===== src/rtl/stim_pwm_gen.sv =====
// stim_pwm_gen: multi-channel runtime-configurable PWM/level stimulus source.
// Define STIM_PRBS_EN to turn mode 2 into a per-channel PRBS7; otherwise mode 2 holds low.
module stim_pwm_gen #(
   parameter int N_CH  = 4,
   parameter int CNT_W = 16,
   parameter int LVL_W = 16,
   localparam int CH_W = (N_CH > 1) ? $clog2(N_CH) : 1
) (
   input  logic                    clk,
   input  logic                    rst_n,
   input  logic                    cfg_valid,
   output logic                    cfg_ready,
   input  logic [CH_W-1:0]         cfg_ch,
   input  logic [CNT_W-1:0]        cfg_period,
   input  logic [CNT_W-1:0]        cfg_high,
   input  logic [1:0]              cfg_mode,
   input  logic signed [LVL_W-1:0] cfg_lvl_hi,
   input  logic signed [LVL_W-1:0] cfg_lvl_lo,
   input  logic [N_CH-1:0]         en,
   output logic [N_CH-1:0]         out_dig,
   output logic [N_CH*LVL_W-1:0]   out_lvl,
   output logic [N_CH-1:0]         wrap
);
   typedef struct packed {
      logic [CNT_W-1:0] p;
      logic [CNT_W-1:0] h;
      logic [1:0]       mode;
      logic [LVL_W-1:0] hi;
      logic [LVL_W-1:0] lo;
   } cfg_t;
   cfg_t            cfg_in;
   logic [N_CH-1:0] pend;
   assign cfg_in    = '{p: cfg_period, h: cfg_high, mode: cfg_mode, hi: cfg_lvl_hi, lo: cfg_lvl_lo};
   // Out-of-range channel numbers are never accepted.
   assign cfg_ready = (int'(cfg_ch) < N_CH) && !pend[cfg_ch];
   for (genvar c = 0; c < N_CH; c++) begin : g_ch
      cfg_t             act, shd;
      logic [CNT_W-1:0] cnt;
      logic             run, last, acc, prbs, dig_n, dig, wr;
      logic [LVL_W-1:0] lvl;
`ifdef STIM_PRBS_EN
      logic [6:0] lfsr;
      // x^7+x^6+1, advanced on the wrap edge so the bit is constant over each period.
      always_ff @(posedge clk or negedge rst_n)
         if (!rst_n) lfsr <= 7'h7F;
         else if (!run) lfsr <= 7'h7F;
         else if (last) lfsr <= {lfsr[5:0], lfsr[6] ^ lfsr[5]};
      assign prbs = lfsr[0];
`else
      assign prbs = 1'b0;
`endif
      always_comb begin
         run   = en[c] && act.p != '0;
         last  = cnt == act.p - CNT_W'(1);
         acc   = cfg_valid && cfg_ready && cfg_ch == CH_W'(c);
         dig_n = act.mode == 2'd0 ? cnt < act.h :
                 act.mode == 2'd1 ? cnt >= act.h :
                 act.mode == 2'd2 ? prbs : 1'b0;
      end
      always_ff @(posedge clk or negedge rst_n)
         if (!rst_n) begin
            act     <= '0;
            shd     <= '0;
            pend[c] <= 1'b0;
            cnt     <= '0;
            dig     <= 1'b0;
            wr      <= 1'b0;
            lvl     <= '0;
         end else begin
            if (acc) begin
               shd     <= cfg_in;
               pend[c] <= 1'b1;
            end else if (pend[c] && (!run || last)) begin
               act     <= shd;
               pend[c] <= 1'b0;
            end
            cnt <= (!run || last) ? '0 : cnt + CNT_W'(1);
            wr  <= run && last;
            dig <= run && dig_n;
            lvl <= (run && dig_n) ? act.hi : act.lo;
         end
      assign out_dig[c]                 = dig;
      assign wrap[c]                    = wr;
      assign out_lvl[c*LVL_W +: LVL_W] = lvl;
   end
endmodule

===== config.mk =====
export PLATFORM = sky130hd
export DESIGN_NAME = stim_pwm_gen
export DESIGN_NICKNAME = d
export VERILOG_FILES = /design/src/rtl/stim_pwm_gen.sv
export SDC_FILE = /design/constraint.sdc
export NUM_CORES = 1
export LEC_CHECK = 0
export ABC_AREA = 0
export CAP_MARGIN = 5
export CORE_MARGIN = 2
export CORE_UTILIZATION = 45
export DETAILED_ROUTE_END_ITERATION = 12
export SLEW_MARGIN = 0
export SYNTH_ARGS = -nofsm -noshare
export SYNTH_HDL_FRONTEND = slang
export SYNTH_SLANG_ARGS = --single-unit

===== constraint.sdc =====
create_clock -name clk -period 6 [get_ports clk]
set_clock_uncertainty 0.05 [all_clocks]
set_input_delay 1.2 -clock clk [delete_from_list [all_inputs] [get_ports clk]]
set_output_delay 1.2 -clock clk [all_outputs]
set_load 0.02 [all_outputs]

Word level (Yosys, flattened, before mapping)
Cells that the tools add are included.
{"block": "op_classes", "mux": 26, "add_sub_neg": 8, "bitwise_logic": 4, "eq_ne": 11, "reduce_logical": 47, "order_cmp": 9}
{"op": "two-way mux 16 bit", "count": 8}
{"op": "adder 16 x 1 -> 16 bit, second input constant", "count": 4}
{"op": "equality test 16 bit", "count": 4}
{"op": ">= comparator 16 bit", "count": 4}
{"op": "< comparator 16 bit", "count": 4}
{"op": "nonzero test 16 bit", "count": 4}
{"op": "subtractor 16 x 1 -> 16 bit, second input constant", "count": 4}
{"op": "logical AND 1 bit", "count": 21}
{"op": "two-way mux 1 bit", "count": 17}
{"op": "equality test 2 x 1 -> 1 bit, second input constant", "count": 5}
{"op": "logical NOT 2 bit", "count": 5}
{"op": "AND reduction 2 bit", "count": 4}
{"op": "nonzero test 2 bit", "count": 4}
{"op": "logical NOT 1 bit", "count": 5}
{"op": "equality test 2 bit, second input constant", "count": 2}
{"op": "logical OR 1 bit", "count": 4}
{"op": "NOT 1 bit", "count": 4}
{"op": "< comparator 2 x 3 -> 1 bit, second input constant", "count": 1}
{"op": "binary-select mux 1 bit (select 2 bit)", "count": 1}
{"block": "totals", "ff_bits": 668, "input_bits": 75, "out_inout_bits": 73, "word_cells": 165}

Logic depth before layout (Yosys ltp)
Gate-level depths: netlist of the first run.
{"block": "depth", "depth_word": 7, "mapped_depth": 13}

Worst setup path before layout of the first run
OpenSTA, ideal clock, no wires.
{"block": "synth_timing", "path_type": "register -> register", "startpoint": "reg g_ch[3].act[50] (netlist name)", "endpoint": "reg g_ch[3].act[0] (netlist name)", "setup_time_ns": 0.125, "arrival_time_ns": 3.365, "synth_period_minus_slack_ns": 3.540, "setup_slack_ns": 2.460, "t_required_ns": 5.825, "stages_incl_launch_ff": 14, "path_cell_list": "dfrtp_1 > clkbuf_1 > inv_1 > ha_1 > nor4b_1 > nand4_1 > xnor2_1 > a2111oi_0 > nand2_1 > or4_1 > a21oi_1 > buf_2 > buf_2 > mux2_2"}
{"block": "synth_via", "elab_chain_len": 6}
{"element": "start: declaration", "line_no": "37", "rtl": "cfg_t act, shd;"}
{"element": "start signal: assignment", "line_no": "62", "rtl": "act <= '0;"}
{"element": "start signal: assignment", "line_no": "74", "rtl": "act <= shd;"}
{"element": "parallel branches: the longest is 3 deep, another holds subtractor 16 x 1 -> 16 bit"}
{"element": "logical OR 1 bit *", "line_no": "73", "rtl": "end else if (pend[c] && (!run || last)) begin"}
{"element": "logical AND 1 bit *", "line_no": "73"}
{"element": "AND reduction 2 bit (no source line) *"}
Mark *: on every way between the ends.
A chain may end at the register's enable or synchronous reset.

Worst setup path in the final report of the first run
{"block": "layout_timing", "startpoint": "reg g_ch[3].act[50] (netlist name)", "endpoint": "reg g_ch[3].act[12] (netlist name)"}
Same word-level chain as after synthesis.

==> results by group, run 1 <==
Die
  • Core ar.: 64580 um^2
  • Chip height: 259.8 um
  • FP Rows: 93
  • Io pins: 148
  • Die width: 259.8 um
  • Starting Density: 45.58%
  • DIE AREA: 67480 um^2

Layout
  • Area Overhead vs Synth: 16.23%
  • Layout Cells excl Fill: 3292
  • Antenna fix cells: 0
  • Final nets: 2534
  • Commonest non-fill, non-tap cells in the layout: dfrtp_1 (668), mux2_2 (502), clkdlybuf4s50_1 (146), nor2_1 (106), inv_1 (92)
  • Commonest non-fill, non-tap cell in the layout: dfrtp_1
  • Fill cell count: 5495
  • Area occupied by multi-input gates: 12000 um^2
  • Share of cells above drive strength 1: 28.68%
  • Combined flip-flop and latch cell area: 16720 um^2

Worst setup path
  • Largest stage delay on the critical path: 0.64 ns
  • Crit path DAT: 5.05 ns
  • Crit. End Element: flip-flop
  • Critical Path RT: 6.43 ns
  • Crit path max fanout: 54
  • Critical path depth in cells: 11
  • CP Launch Type: flip-flop
  • Critical path type: flip-flop to flip-flop
  • Worst path cell trace: inv_1 > ha_1 > nor4b_1 > nand4_1 > xnor2_1 > a2111oi_0 > nand2_1 > or4_1 > a21oi_4 > buf_4 > mux2_2
  • Cell with the largest stage delay on the worst path: buf_4
  • Register-to-Register Path Depth: 11
  • Critical path buffers and inverters: 2
  • Cell family with most CP delay: simple AND/OR/NAND/NOR gates

Pwr
  • Peak VDD IR: 0.3162 mV
  • Sw Share: 30.65%
  • P_int: 11.04 mW
  • NetSw: 4.880 mW
  • Power Total: 15.92 mW
  • Clock Power Share: 28.2%
  • Gate power share: 27.1%
  • Power Density: 465.4 nW/um^2
  • Reg power frac: 44.6%
  • Leakage power: 14.97 nW

Route
  • DRT antenna net count: 0
  • Wire per inst: 21.78 um
  • Vias per std cell: 5.488
  • First-iteration detailed-routing DRC count: 907
  • Total number of vias: 18066
  • Residual DRC: 0
  • Pre-antenna DRT Iters: 5
  • Wirelength, routed: 71.71 mm

Clocking
  • TritonCTS clock tree: built
  • CTS sink cnt: 668
  • Cts hold-fix bufs: 0
  • CTS resizes: 0
  • Cts bufs inserted: 74
  • CTS Root Cell: clkbuf_16
  • Setup Buffers After CTS: 0
  • Clock Latency Late Sink: 0.62 ns
  • CTS clock-pin slew for the worst setup and hold paths: 0.06 ns
  • Clock Tree Buf Depth: 3
  • CTS HTree Levels: 3

Timing
  • Period Utilization, post-route: 76.98%
  • Setup_tns: 0 ns
  • RSZ-0062 raised after global routing: no
  • Hold_ws: 0.4421 ns
  • Max_slew headroom: 21.55%
  • Final Hold Viols: 0
  • Peak Freq: 0.2165 GHz
  • Crit path time final: 4.619 ns
  • Slew @ Worst Pin: 1.173 ns
  • Setup Viol. Count Final: 0
  • Fin. max-slew vios: 0

Logic synthesis
  • Ys async rst share: 100.0%
  • Post-synthesis sequential area ratio: 56.79%
  • Main flop type after synthesis: dfrtp_1
  • Yosys reg bits: 668
  • Syn Nets: 2388
  • Cell Area, Synth: 29440 um^2
  • Post-synth cell types: 71
  • Avg Cell Area, Syn: 13.16 um^2
  • Synthesis Warnings: 0
  • Cells after synthesis: 2237
  • EDFF count, synth: 0

Placed design
  • Port Buffer Count: 147
  • HPWL after DPL: 47.87 mm
  • GP Congestion: 0.8282
  • DP Cell Count: 3162

Min path
  • HP Class: flip-flop to flip-flop
  • WHS Path Cells: 1

Global routing
  • Vias in the first global route: 19036
  • Pin count of the biggest net entering global routing: 176
  • GRT overflow: 0
  • Gr usage total: 21.89%
  • Initial antenna violation count: 11
  • First-pass GRT wire length: 113.0 mm

Run
  • Max_cap viols: 0

Run status
  • Outcome: complete, no violations
==> flip-flops by register name, indices dropped and copies added, names as in the netlist <==
| name | count |
|---|---|
| g_ch.act | 264 |
| g_ch.cnt | 64 |
| g_ch.dig | 4 |
| g_ch.lvl | 64 |
| g_ch.shd | 264 |
| g_ch.wr | 4 |
| pend | 4 |
==> synthesized netlist by cell type, drive strengths merged, types with 4 or more instances <==
master,n,area share (%)
nor2b,7,0.15
o21a,7,0.18
and4,5,0.15
nor4b,7,0.21
a211oi,13,0.33
mux2i,4,0.14
nand4,23,0.49
clkbuf,61,0.78
a2111oi,7,0.21
xor2,63,1.9
o21bai,7,0.19
mux2,540,21
a22oi,5,0.13
inv,92,1.2
a211o,5,0.15
nor4,16,0.34
nand3,82,1.4
a21o,20,0.51
o21ai,71,1.2
or4,7,0.19
nand2,57,0.74
a21oi,23,0.39
and3,23,0.49
xnor2,62,1.8
nor2,106,1.4
nand2b,14,0.30
a31oi,6,0.13
nand3b,6,0.15
o31ai,10,0.26
and2,7,0.15
o31a,5,0.15
or3,12,0.26
or2,5,0.11
dfrtp,668,57
nor3,32,0.54
buf,37,0.78
a22o,7,0.21
ha,76,3.2
==> worst register-to-register path, stage by stage (launching register included) <==
cell	delay [ns]
dfrtp_1	0.47
inv_1	0.14
ha_1	0.30
nor4b_1	0.55
nand4_1	0.21
xnor2_1	0.20
a2111oi_0	0.46
nand2_1	0.08
or4_1	0.52
a21oi_4	0.39
buf_4	0.64
mux2_2	0.46
==> final cells by class <==
| class | count | area share (%) |
|---|---|---|
| Timing Repair Buffer | 168 | 4.922 |
| Tap cell | 855 | 3.127 |
| Multi-Input combinational cell | 1379 | 35.07 |
| Sequential cell | 668 | 48.86 |
| Clock buffer | 107 | 6.242 |
| Clock inverter | 23 | 0.7716 |
| Inverter | 92 | 1.009 |
==> final timing paths <==
path	start	end	slack (ns)
max	g_ch[3].act[50]$_DFFE_PN0P_	g_ch[3].act[12]$_DFFE_PN0P_	1.38
max in group asynchronous	rst_n	g_ch[1].lvl[3]$_DFF_PN0_	3.90
max reg2reg	g_ch[3].act[50]$_DFFE_PN0P_	g_ch[3].act[12]$_DFFE_PN0P_	1.38
min in group asynchronous	rst_n	g_ch[0].cnt[15]$_DFF_PN0_	0.53
min	g_ch[2].shd[32]$_DFFE_PN0P_	g_ch[2].act[32]$_DFFE_PN0P_	0.44
min reg2reg	g_ch[2].shd[32]$_DFFE_PN0P_	g_ch[2].act[32]$_DFFE_PN0P_	0.44
==> layer usage <==
layer  track usage [%]  routed length, um
met5                 0                116
met4             6.322               1857
met3             4.552               3670
met2             36.21              34640
met1             29.12              31420
==> power by group through the flow <==
stage	combinational, mW	clock [mW]	sequential, mW
floorplan	2.84	0	7.03
global placement	4.22	0	7.12
detailed placement	4.34	0	7.17
CTS	4.39	4.61	7.12
global route	4.77	4.78	7.32
finish	4.32	4.49	7.11
==> metrics by stage <==
stage	instance area, um^2	worst slack, ns	utilization (%)
after floorplan	29440	2.460	-
after CTS	34220	1.327	52.98
final	34220	1.382	52.98
after detailed placement	31820	1.393	49.26
after global routing	34220	0.9175	52.98
after global placement	31820	1.381	49.26
==> cell families after synthesis <==
kind of cell             Yosys count  share of synthesized area [%]
adder cells (fa/ha/maj)           76                          3.230
multiplexers                     545                          21.35
AO/OA/AOI/OAI                    215                          4.892
flip-flops                       668                          56.79
XOR/XNOR                         125                          3.719
AND/OR/NAND/NOR                  418                          7.285
buffers and inverters            190                          2.733
No activity file was read; power rests on OpenSTA's default activity.
==> run 2, diff against run 1 <==
Clock period 6 ns to 4.85 ns, I/O delays scaled along.
==> run 2 against run 1 <==
Effect of this change: combinational power rose by 23%; register-to-register slack got worse by 0.55 ns; cell count rose by 0.36%; critical endpoint is now g_ch[1].act[23]$_DFFE_PN0P_; critical path depth fell by 2; sequential power rose by 24%; non-clock buffer count rose by 7.
==> results by group, run 2 (synthesis gave the netlist of run 1 again) <==
Pwr
  • NetSw: 6.048 mW (was 4.880 mW)
  • Reg power frac: 44.0% (was 44.6%)
  • Leakage power: 15.13 nW (was 14.97 nW)
  • P_int: 13.99 mW (was 11.04 mW)
  • Sw Share: 30.18% (was 30.65%)
  • Power Density: 579.8 nW/um^2 (was 465.4 nW/um^2)
  • Peak VDD IR: 0.4242 mV (was 0.3162 mV)
  • Gate power share: 26.6% (was 27.1%)
  • Power Total: 20.04 mW (was 15.92 mW)
  • Clock Power Share: 29.4% (was 28.2%)

Worst setup path
  • Critical path type: flip-flop to flip-flop (unchanged)
  • Crit path DAT: 4.46 ns (was 5.05 ns)
  • CP Launch Type: flip-flop (unchanged)
  • Critical Path RT: 5.29 ns (was 6.43 ns)
  • Reg2Reg Setup Slack: 0.83 ns (was 1.38 ns)
  • RR Endpoint: g_ch[1].act[23]$_DFFE_PN0P_ (was g_ch[3].act[12]$_DFFE_PN0P_)
  • Register-to-Register Path Depth: 9 (was 11)
  • Crit. End Element: flip-flop (unchanged)
  • Crit path max fanout: 50 (was 54)
  • Worst flop-to-flop path startpoint: g_ch[1].act[57]$_DFFE_PN0P_ (was g_ch[3].act[50]$_DFFE_PN0P_)

Route
  • Total number of vias: 18083 (was 18066)
  • Residual DRC: 0 (unchanged)
  • DRT antenna net count: 0 (unchanged)
  • Pre-antenna DRT Iters: 6 (was 5)
  • Vias per std cell: 5.473 (was 5.488)
  • First-iteration detailed-routing DRC count: 914 (was 907)
  • Wirelength, routed: 71.70 mm (was 71.71 mm)
  • Wire per inst: 21.70 um (was 21.78 um)

Global routing
  • Initial antenna violation count: 8 (was 11)
  • First-pass GRT wire length: 112.5 mm (was 113.0 mm)
  • Vias in the first global route: 19025 (was 19036)
  • Pin count of the biggest net entering global routing: 110 (was 176)
  • GRT overflow: 0 (unchanged)
  • Gr usage total: 21.80% (was 21.89%)

Die
  • Die width: 259.8 um (unchanged)
  • Chip height: 259.8 um (unchanged)
  • Io pins: 148 (unchanged)
  • Core ar.: 64580 um^2 (unchanged)
  • FP Rows: 93 (unchanged)
  • Starting Density: 45.58% (unchanged)
  • DIE AREA: 67480 um^2 (unchanged)

Timing
  • Period Utilization, post-route: 82.88% (was 76.98%)
  • Peak Freq: 0.2488 GHz (was 0.2165 GHz)
  • Setup_tns: 0 ns (unchanged)
  • Crit path time final: 4.019 ns (was 4.619 ns)
  • Slew @ Worst Pin: 0.9901 ns (was 1.173 ns)
  • Setup Viol. Count Final: 0 (unchanged)
  • Fin. max-slew vios: 0 (unchanged)
  • RSZ-0062 raised after global routing: no (unchanged)
  • Final Worst Setup Slack: 0.8305 ns (was 1.382 ns)
  • Final Hold Viols: 0 (unchanged)
  • Max_slew headroom: 33.48% (was 21.55%)

Layout
  • Fill cell count: 5534 (was 5495)
  • Layout Cells excl Fill: 3304 (was 3292)
  • Commonest non-fill, non-tap cells in the layout: dfrtp_1 (668), mux2_2 (502), clkdlybuf4s50_1 (146), nor2_1 (106), inv_1 (92) (unchanged)
  • Final nets: 2541 (was 2534)
  • Area Overhead vs Synth: 17.42% (was 16.23%)
  • Final Util: 53.52% (was 52.98%)
  • Share of cells above drive strength 1: 29.18% (was 28.68%)
  • Commonest non-fill, non-tap cell in the layout: dfrtp_1 (unchanged)
  • Top Registers: g_ch.act: 264 flops, g_ch.shd: 264 flops (unchanged)

Min path
  • HP Class: input port to async pin (was flip-flop to flip-flop)

Clocking
  • Setup Buffers After CTS: 0 (unchanged)
  • TritonCTS clock tree: built (unchanged)
  • CTS sink cnt: 668 (unchanged)
  • Cts hold-fix bufs: 0 (unchanged)
  • Cts bufs inserted: 74 (unchanged)
  • CTS HTree Levels: 3 (unchanged)
  • Clock Latency Late Sink: 0.63 ns (was 0.62 ns)
  • Clock Tree Buf Depth: 3 (unchanged)
  • CTS Root Cell: clkbuf_16 (unchanged)
  • CTS resizes: 0 (unchanged)
  • CTS clock-pin slew for the worst setup and hold paths: 0.06 ns (about the same)

Run status
  • Outcome: complete, no violations (unchanged)

Placed design
  • DP Worst Slack: 0.8514 ns (was 1.393 ns)
  • Port Buffer Count: 147 (unchanged)
  • DP Cell Count: 3169 (was 3162)
  • GP Congestion: 0.8760 (was 0.8282)
  • HPWL after DPL: 48.04 mm (was 47.87 mm)

Run
  • Max_cap viols: 0 (unchanged)
==> run 2: cell count changes in the layout (fill, tap and decap cells not counted) <==
cell        delta
clkbuf_1       -5
inv_16         +1
clkbuf_8       -1
clkinvlp_4     +2
buf_4          -2
buf_12         +9
bufinv_16      +5
clkbuf_16      +2
clkinv_4       +1
clkinv_8       -2
diode_2        +2
==> run 2: critical path: stages, from the launching register on <==
cell and delay (ns):
dfrtp_1 0.44, or3_1 0.46, or4_4 0.58, or4b_1 0.53
a22oi_1 0.26, o2111ai_1 0.24, nand2_2 0.35, nand2_4 0.28
buf_12 0.29, mux2_4 0.34
==> run 2: stage by stage <==
step	area, um^2	hold slack, ns
finish	34560	0.3261
global route	34560	0.3607
CTS	34560	0.3383
detailed placement	31980	0.4357
global placement	31980	0.4236
floorplan	29440	0.4023
==> run 2: worst max path at each step <==
stage                           startpoint                          end  slack (ns)  cells past startpoint
3_3_place_gp   g_ch[1].act[57]$_DFFE_PN0P_  g_ch[1].act[24]$_DFFE_PN0P_        0.97                      9
6_report       g_ch[1].act[57]$_DFFE_PN0P_  g_ch[1].act[23]$_DFFE_PN0P_        0.83                      9
4_1_cts        g_ch[1].act[57]$_DFFE_PN0P_  g_ch[1].act[23]$_DFFE_PN0P_        0.84                      9
2_1_floorplan  g_ch[3].act[50]$_DFFE_PN0P_   g_ch[3].act[0]$_DFFE_PN0P_        1.31                     13
5_1_grt        g_ch[3].act[50]$_DFFE_PN0P_  g_ch[3].act[24]$_DFFE_PN0P_        0.65                     11
3_5_place_dp   g_ch[1].act[57]$_DFFE_PN0P_  g_ch[1].act[23]$_DFFE_PN0P_        0.85                      9
==> run 2: power by group through the flow <==
stage / registers (mW) / clock network (mW) / logic (mW)
after global placement: 8.83 / 0 / 5.23
final: 8.81 / 5.90 / 5.33
after global routing: 9.09 / 6.29 / 5.86
after CTS: 8.82 / 6.05 / 5.41
after detailed placement: 8.89 / 0 / 5.36
after floorplan: 8.70 / 0 / 3.52
==> run 2: cell type report <==
cell class                      count  area, um^2  share of cell area, %
Antenna cell                        2       5.005                0.01448
Clock buffer                      103        2153                  6.230
Sequential cell                   668       16720                  48.36
Tap cell                          855        1070                  3.095
Inverter                           92       345.3                 0.9991
Timing Repair Buffer              175        1849                  5.350
Multi-Input combinational cell   1379       12000                  34.72
Clock inverter                     30       425.4                  1.231
==> run 2: layer usage <==
metal  global-route usage, %  vias up  part of all wire (%)
li1                        -     8241                     -
met4                   7.583       18                   3.1
met2                   35.32      349                    47
met5                       0        -                  0.19
met1                   29.28     9356                    45
met3                   4.327      119                   4.6
